File: config.mk
export PLATFORM = sky130hd
export DESIGN_NAME = zeroheti_obi_xbar_rr
export DESIGN_NICKNAME = d
export VERILOG_FILES = /design/src/rtl/zeroheti_pkg.sv /design/src/rtl/zeroheti_rr_arb.sv /design/src/rtl/zeroheti_obi_xbar_rr.sv
export SDC_FILE = /design/constraint.sdc
export NUM_CORES = 1
export LEC_CHECK = 0
export ABC_AREA = 1
export CORE_AREA = 2 2 285 287
export CTS_CLUSTER_DIAMETER = 30
export DETAILED_ROUTE_END_ITERATION = 16
export DIE_AREA = 0 0 287 289
export PLACE_DENSITY = 0.48
export SETUP_SLACK_MARGIN = 0.4
export SYNTH_ARGS = -nofsm -noshare
export SYNTH_HDL_FRONTEND = slang
export SYNTH_SLANG_ARGS = --single-unit
File: constraint.sdc
create_clock -name clk_i -period 4.15 [get_ports clk_i]
set_input_delay 0.415 -clock clk_i [delete_from_list [all_inputs] [get_ports clk_i]]
set_output_delay 0.415 -clock clk_i [all_outputs]
set_load 0.01 [all_outputs]
File: src/rtl/zeroheti_pkg.sv
`default_nettype none
// ---------------------------------------------------------------------------
// zeroheti_pkg -- crossbar address-rule type, default memory map, limits. Rev 1.0
// ---------------------------------------------------------------------------
package zeroheti_pkg;

    localparam int unsigned MaxMgr = 8;
    localparam int unsigned MaxSbr = 8;

    typedef struct packed {
        logic [31:0] base;
        logic [31:0] mask;
    } xbar_rule_t;

    // One 256 MiB window per subordinate; 0x4000_0000 and above is unmapped.
    localparam xbar_rule_t [3:0] DefaultXbarRules = {
        {32'h3000_0000, 32'hF000_0000},
        {32'h2000_0000, 32'hF000_0000},
        {32'h1000_0000, 32'hF000_0000},
        {32'h0000_0000, 32'hF000_0000}
    };

endpackage
`default_nettype wire

File: src/rtl/zeroheti_rr_arb.sv
`default_nettype none
// ---------------------------------------------------------------------------
// zeroheti_rr_arb -- round-robin arbiter; pointer moves past the winner on handshake. Rev 1.0
// ---------------------------------------------------------------------------
module zeroheti_rr_arb #(
    parameter int unsigned N = 3,
    localparam int unsigned IW = (N > 1) ? $clog2(N) : 1
) (
    input  logic          clk_i,
    input  logic          rst_ni,
    input  logic [N-1:0]  req_i,
    input  logic          hs_i,
    output logic [N-1:0]  gnt_o,
    output logic [IW-1:0] idx_o,
    output logic          valid_o
);

    logic [IW-1:0] ptr_q, ptr_d;
    logic [IW:0]   cand;

    always_comb begin
        gnt_o   = '0;
        idx_o   = '0;
        valid_o = 1'b0;
        cand    = '0;
        for (int i = 0; i < N; i++) begin
            cand = {1'b0, ptr_q} + (IW+1)'(i);
            if (cand >= (IW+1)'(N)) begin
                cand = cand - (IW+1)'(N);
            end
            if (!valid_o && req_i[cand[IW-1:0]]) begin
                valid_o = 1'b1;
                idx_o   = cand[IW-1:0];
            end
        end
        if (valid_o) begin
            gnt_o[idx_o] = 1'b1;
        end
    end

    always_comb begin
        ptr_d = ptr_q;
        if (valid_o && hs_i) begin
            ptr_d = (idx_o == IW'(N-1)) ? '0 : idx_o + 1'b1;
        end
    end

    always_ff @(posedge clk_i or negedge rst_ni) begin
        if (!rst_ni) begin
            ptr_q <= '0;
        end else begin
            ptr_q <= ptr_d;
        end
    end

endmodule
`default_nettype wire

File: src/rtl/zeroheti_obi_xbar_rr.sv
`default_nettype none
// ---------------------------------------------------------------------------
// zeroheti_obi_xbar_rr -- OBI crossbar, per-subordinate round-robin, in-order ID FIFOs. Rev 1.0
// ---------------------------------------------------------------------------
module zeroheti_obi_xbar_rr
    import zeroheti_pkg::*;
#(
    parameter int unsigned NumMgr   = 3,
    parameter int unsigned NumSbr   = 4,
    parameter int unsigned MaxTrans = 2,
    parameter xbar_rule_t [NumSbr-1:0] AddrRules = zeroheti_pkg::DefaultXbarRules,
    parameter int unsigned AW = 32,
    parameter int unsigned DW = 32
) (
    input  logic                         clk_i,
    input  logic                         rst_ni,
    input  logic [NumMgr-1:0]            mgr_req_i,
    input  logic [NumMgr-1:0]            mgr_we_i,
    input  logic [NumMgr-1:0][AW-1:0]    mgr_addr_i,
    input  logic [NumMgr-1:0][DW-1:0]    mgr_wdata_i,
    input  logic [NumMgr-1:0][DW/8-1:0]  mgr_be_i,
    output logic [NumMgr-1:0]            mgr_gnt_o,
    output logic [NumMgr-1:0]            mgr_rvalid_o,
    output logic [NumMgr-1:0]            mgr_err_o,
    output logic [NumMgr-1:0][DW-1:0]    mgr_rdata_o,
    output logic [NumSbr-1:0]            sbr_req_o,
    output logic [NumSbr-1:0]            sbr_we_o,
    output logic [NumSbr-1:0][AW-1:0]    sbr_addr_o,
    output logic [NumSbr-1:0][DW-1:0]    sbr_wdata_o,
    output logic [NumSbr-1:0][DW/8-1:0]  sbr_be_o,
    input  logic [NumSbr-1:0]            sbr_gnt_i,
    input  logic [NumSbr-1:0]            sbr_rvalid_i,
    input  logic [NumSbr-1:0]            sbr_err_i,
    input  logic [NumSbr-1:0][DW-1:0]    sbr_rdata_i
);

    // Target index NumSbr is the internal error subordinate.
    localparam int unsigned NumTgt = NumSbr + 1;
    localparam int unsigned MW     = (NumMgr > 1) ? $clog2(NumMgr) : 1;
    localparam int unsigned TW     = $clog2(NumTgt);
    localparam int unsigned CW     = $clog2(MaxTrans + 1);
    localparam int unsigned PW     = (MaxTrans > 1) ? $clog2(MaxTrans) : 1;

    logic [NumMgr-1:0][TW-1:0]              tgt;
    logic [NumMgr-1:0]                      elig;
    logic [NumMgr-1:0][CW-1:0]              cnt_q, cnt_d;
    logic [NumMgr-1:0][TW-1:0]              cur_q, cur_d;
    logic [NumTgt-1:0][NumMgr-1:0]          arb_req, arb_gnt;
    logic [NumTgt-1:0][MW-1:0]              arb_idx;
    logic [NumTgt-1:0]                      arb_vld, tgt_gnt, hs, rsp_vld, pop;
    logic [NumTgt-1:0][DW-1:0]              rdata_ext;
    logic [NumTgt-1:0]                      err_ext;
    logic [NumTgt-1:0][MaxTrans-1:0][MW-1:0] fifo_q;
    logic [NumTgt-1:0][PW-1:0]              wptr_q, rptr_q;
    logic [NumTgt-1:0][CW-1:0]              fcnt_q;
    logic [MW-1:0]                          head;
    logic                                   err_rvalid_q;

    function automatic logic [PW-1:0] ptr_inc(input logic [PW-1:0] p);
        return (p == PW'(MaxTrans - 1)) ? '0 : p + 1'b1;
    endfunction

    assign tgt_gnt   = {1'b1, sbr_gnt_i};
    assign rsp_vld   = {err_rvalid_q, sbr_rvalid_i};
    assign rdata_ext = {{DW{1'b0}}, sbr_rdata_i};
    assign err_ext   = {1'b1, sbr_err_i};
    assign hs        = arb_vld & tgt_gnt;

    // Decode and eligibility: a manager may only stream to one target at a time.
    always_comb begin
        tgt     = '0;
        elig    = '0;
        arb_req = '0;
        for (int m = 0; m < NumMgr; m++) begin
            tgt[m] = TW'(NumSbr);
            for (int s = int'(NumSbr) - 1; s >= 0; s--) begin
                if ((mgr_addr_i[m] & AddrRules[s].mask) == AddrRules[s].base) begin
                    tgt[m] = TW'(s);
                end
            end
            elig[m] = mgr_req_i[m] && (cnt_q[m] != CW'(MaxTrans)) &&
                      ((cnt_q[m] == '0) || (cur_q[m] == tgt[m]));
            for (int t = 0; t < NumTgt; t++) begin
                arb_req[t][m] = elig[m] && (tgt[m] == TW'(t)) && (fcnt_q[t] != CW'(MaxTrans));
            end
        end
    end

    for (genvar t = 0; t < NumTgt; t++) begin : g_arb
        zeroheti_rr_arb #(.N(NumMgr)) u_arb (
            .clk_i   (clk_i),
            .rst_ni  (rst_ni),
            .req_i   (arb_req[t]),
            .hs_i    (tgt_gnt[t]),
            .gnt_o   (arb_gnt[t]),
            .idx_o   (arb_idx[t]),
            .valid_o (arb_vld[t])
        );
    end

    always_comb begin
        sbr_req_o   = '0;
        sbr_we_o    = '0;
        sbr_addr_o  = '0;
        sbr_wdata_o = '0;
        sbr_be_o    = '0;
        for (int s = 0; s < NumSbr; s++) begin
            sbr_req_o[s] = arb_vld[s];
            if (arb_vld[s]) begin
                sbr_we_o[s]    = mgr_we_i[arb_idx[s]];
                sbr_addr_o[s]  = mgr_addr_i[arb_idx[s]];
                sbr_wdata_o[s] = mgr_wdata_i[arb_idx[s]];
                sbr_be_o[s]    = mgr_be_i[arb_idx[s]];
            end
        end
        mgr_gnt_o = '0;
        for (int t = 0; t < NumTgt; t++) begin
            for (int m = 0; m < NumMgr; m++) begin
                mgr_gnt_o[m] = mgr_gnt_o[m] | (arb_gnt[t][m] & tgt_gnt[t]);
            end
        end
    end

    // Responses with no recorded transaction are silently dropped.
    always_comb begin
        mgr_rvalid_o = '0;
        mgr_rdata_o  = '0;
        mgr_err_o    = '0;
        pop          = '0;
        head         = '0;
        for (int t = 0; t < NumTgt; t++) begin
            if (rsp_vld[t] && (fcnt_q[t] != '0)) begin
                pop[t]             = 1'b1;
                head               = fifo_q[t][rptr_q[t]];
                mgr_rvalid_o[head] = 1'b1;
                mgr_rdata_o[head]  = rdata_ext[t];
                mgr_err_o[head]    = err_ext[t];
            end
        end
    end

    always_comb begin
        cnt_d = cnt_q;
        cur_d = cur_q;
        for (int m = 0; m < NumMgr; m++) begin
            if (mgr_gnt_o[m] && !mgr_rvalid_o[m]) begin
                cnt_d[m] = cnt_q[m] + 1'b1;
            end else if (!mgr_gnt_o[m] && mgr_rvalid_o[m]) begin
                cnt_d[m] = cnt_q[m] - 1'b1;
            end
            if (mgr_gnt_o[m]) begin
                cur_d[m] = tgt[m];
            end
        end
    end

    always_ff @(posedge clk_i or negedge rst_ni) begin
        if (!rst_ni) begin
            cnt_q        <= '0;
            cur_q        <= '0;
            fifo_q       <= '0;
            wptr_q       <= '0;
            rptr_q       <= '0;
            fcnt_q       <= '0;
            err_rvalid_q <= 1'b0;
        end else begin
            cnt_q        <= cnt_d;
            cur_q        <= cur_d;
            err_rvalid_q <= hs[NumSbr];
            for (int t = 0; t < NumTgt; t++) begin
                if (hs[t]) begin
                    fifo_q[t][wptr_q[t]] <= arb_idx[t];
                    wptr_q[t]            <= ptr_inc(wptr_q[t]);
                end
                if (pop[t]) begin
                    rptr_q[t] <= ptr_inc(rptr_q[t]);
                end
                if (hs[t] && !pop[t]) begin
                    fcnt_q[t] <= fcnt_q[t] + 1'b1;
                end else if (!hs[t] && pop[t]) begin
                    fcnt_q[t] <= fcnt_q[t] - 1'b1;
                end
            end
        end
    end

    for (genvar s = 0; s < NumSbr; s++) begin : g_rsp_chk
        a_no_orphan_rsp : assert property (@(posedge clk_i) disable iff (!rst_ni)
            !(sbr_rvalid_i[s] && (fcnt_q[s] == '0)))
            else $error("xbar: rvalid on subordinate %0d with no outstanding id", s);
    end

endmodule
`default_nettype wire

==> results list <==
- The critical path is of the input port to output port type.
- The endpoint identified for the worst register-to-register timing path is cnt_q[3]$_DFFE_PN0P_.
- Hold-fix buffers at CTS: 0
- Start point of the critical path: mgr_req_i[1]
- In the synthesized netlist, the number of instances is 2520.
* Average wire per cell in the routed design: 24.4 um
- Syn Std Cell Area: 13900 um^2
- Overall via count from detail_route: 23200
* Status: finished clean
* GRT Total Usage: 24.6%
* Number of routed nets with antenna violations: 0
* Pin count of the biggest net entering global routing: 44
- Launching point of the worst reg2reg path: cur_q[8]$_DFFE_PN0P_
- The root buffer cell chosen for the clock tree is clkbuf_16.
- Leading cell type in the layout, fill and taps excluded: o21ai_0
- Total CTS buffers: 9
- Setup violations, final: 0
- Total of flip-flops plus latches after synthesis: 66
- Synthesized area divided by synthesized cell count: 5.51 um^2
- Startpoint class of the critical path: input port
- Buffer levels on the longest clock path: 2
- Post-route clock skew: 0.00861 ns
- The slowest stage of the critical path belongs to the cell clkdlybuf4s50_1.
- Cell type with the highest aggregate area in the netlist: o21ai_0
* Clock insertion delay at the later pin of the skew report: 0.35 ns
* Number of nets in the layout: 3803
- Area inside the core boundary: 79900 um^2
- Logic depth of the worst setup path including buffers: 17
* Cell Pwr Density: 1150 nW/um^2
* Required time of the worst setup path: 3.73 ns
- Port buffering added 724 buffers.
* Critical path capture point: sbr_addr_o[50]
* Worst Hold Class: input port to async pin
- Asr flop ratio synth: 100%
* Effective utilization at floorplan: 17.4%
- The most used flip-flop cell after synthesis is dfrtp_1.
- The number of antenna violations at the first check in global routing came to 23.
- Crit share post-route: 89.8%
- Subtracting the final worst setup slack from the clock period gives 3.72 ns.
- Number of global-route vias before repair: 22200
* Setup_tns: 0 ns
- Max-slew violations: 0
- Sequential-to-total area share from yosys stat: 11.9%
- Clock slew at reported path FFs: 0.06 ns
* RSZ-0062 raised after global routing: yes
* Post-placement worst setup slack: -0.514 ns
- Together, buffers and inverters on the worst path number 9.
- Final worst-path setup slack: 0.425 ns
- After floorplanning, the core was divided into 104 placement rows.
- Sorting the synthesized cells by area gives the leading types as o21ai_0 19%, dfrtp_1 12%, o21ai_1 9.6%, nand2_1 8.7%, nor2_1 7.8%.
* Number of design-rule violations left by the first detailed-router iteration: 2026
* Top achievable clock speed: 0.268 GHz
* Largest delay contributor family on the critical path: buffers and inverters
- Final wirelength: 110 mm
* Global-route wire length before repair: 153 mm
* Transition time at the pin with the least slew margin: 0.867 ns
* Normalized max-slew margin: 42.2%
- In the routed design, unresolved DRC markers number 0.
* Worst VDD drop: 0.542 mV
- Layout cell share with drive strength beyond 1: 24.2%
- Measured along the y axis, the die boundary spans 289 um.
- Measured in cells, the most critical reg-to-reg path has a length of 23.
- The most numerous cell type found on the critical path is buf_12.
- Total congestion overflow: 0
* Synth top area share: 18.5%
- Top library cells by usage in the layout, fill and taps aside: 480 x o21ai_0, 448 x clkdlybuf4s50_1, 292 x nand2_1
- TritonCTS built the clock tree.
* Number of distinct library cells after synthesis: 42
- Summed over all nets, the half-perimeter wirelength after detailed placement is 79.6 mm.
- Die width: 287 um
- Of all nets on the critical path, the largest fanout is 11.
- For this run, the number of Yosys warnings is 0.
* Ports: 737
* Leakage power: 12.0 nW
- The area growth from synthesis to layout is 88.0%.
- Across all register-to-register paths, the minimum setup slack is 0.61 ns.
- The tool flagged a number of max-cap violations equal to 0.
* CP endpoint kind: output port
* Vias per cell: 5.14
- Clock sink count: 66
- At the worst endpoint, the arrival time is 3.31 ns.
- First drt pass iteration count: 6
- The die covers 82900 um^2.
- Final weighted congestion of routability-driven global placement: 0.965
* Number of flops mapped to enable cells by yosys: 0
- The clock tree synthesis step divided the H-tree into 3 levels.
- For this run, the slowest stage of the critical path takes 0.49 ns.
- The final-report hold violation count came to 0.
- The signal on the critical path passes through clkdlybuf4s50_1, a21boi_4, a21boi_4, buf_12, nand4_1, nand2_4, nand3_4, buf_6, o21ai_4, buf_12, buf_12, buf_12, buf_16, buf_12, o21ai_1, a21oi_1, buf_4.
sequential cells by signal, indices dropped and copies added, names as in the netlist:
signal             flops
rptr_q                 5
wptr_q                 5
err_rvalid_q           1
g_arb.u_arb.ptr_q     10
fifo_q                20
cur_q                  9
cnt_q                  6
fcnt_q                10
area by class of cell:
cell class	instances	area (um^2)
Fill cell	8849	53800
Timing Repair Buffer	1107	10800
Multi-Input combinational cell	1944	10800
Sequential cell	66	1650
Tap cell	1060	1330
Inverter	305	1190
Clock buffer	12	236
Clock inverter	4	52.6
Antenna cell	11	27.5
how the worst min path moves through the flow:
stage                                      from                     to  slack (ns)  cells after the start
after floorplan                          rst_ni   cnt_q[0]$_DFFE_PN0P_        0.12                      0
after global placement    wptr_q[2]$_DFFE_PN0P_  wptr_q[2]$_DFFE_PN0P_        0.46                      2
after detailed placement   cnt_q[5]$_DFFE_PN0P_   cnt_q[5]$_DFFE_PN0P_        0.47                      1
after CTS                                rst_ni   cnt_q[5]$_DFFE_PN0P_        0.21                      1
after global routing                     rst_ni   cnt_q[5]$_DFFE_PN0P_        0.25                      1
final                                    rst_ni   cnt_q[5]$_DFFE_PN0P_        0.19                      1
power breakdown:
part           internal [W]  switching, W  leakage, nW  total (W)
combinational        0.0122        0.0159         11.0     0.0280
clock              0.000467      0.000300        0.141   0.000766
sequential         0.000964      0.000206        0.824    0.00117
cell families (layout without fill, tap and decap cells):
logic type      Yosys count  in the layout  share of synthesized area, %
compound gates         1062           1062                          42.3
simple gates            824            826                          26.3
buf+inv                 523           1428                          16.2
flops                    66             66                          11.9
xor+xnor                 24             24                          1.51
fa+ha+maj                18             18                          1.62
mux                       2              2                         0.144
other cells               1             23                        0.0270
what timing repair did:
action | in CTS | in global routing
endpoints found under the hold margin | 0 | 0
cloned | 18 | 3
setup buffers | 58 | 27
pin swaps | 59 | 77
endpoints found under the setup margin | 290 | 358
resized for setup | 699 | 336
through the flow:
stage	hold slack (ns)	utilization (%)	total power, W	instances	cell area (um^2)
after floorplan	0.119	-	0.0126	2531	13900
after global placement	0.463	30.4	0.0273	4376	24300
after detailed placement	0.467	30.4	0.0272	4376	24300
after CTS	0.213	32.3	0.0291	4468	25800
after global routing	0.253	32.6	0.0317	4501	26100
final	0.189	32.7	0.0300	4509	26100
Yosys cell counts, drive strengths merged (2+ instances only):
cell type,count
clkinv,7
a21oi,76
nand2,341
mux2i,2
nor3,55
o21bai,2
nor3b,2
clkbuf,124
or2,9
o21ai,784
xnor2,11
nor2,296
nand3b,2
a21boi,4
a221oi,99
ha,18
buf,94
o211ai,3
o22ai,94
nand3,83
dfrtp,66
xor2,13
inv,298
nand4,35
routing by layer:
metal / share of wire (%) / GRT usage (%) / vias to the layer above
li1: - / - / 10500
met1: 37 / 28.3 / 10900
met2: 47 / 41.5 / 1373
met3: 9.0 / 5.83 / 320
met4: 6.8 / 14.5 / 16
met5: 0.093 / 0 / -
(Power assumes the default switching activity.)
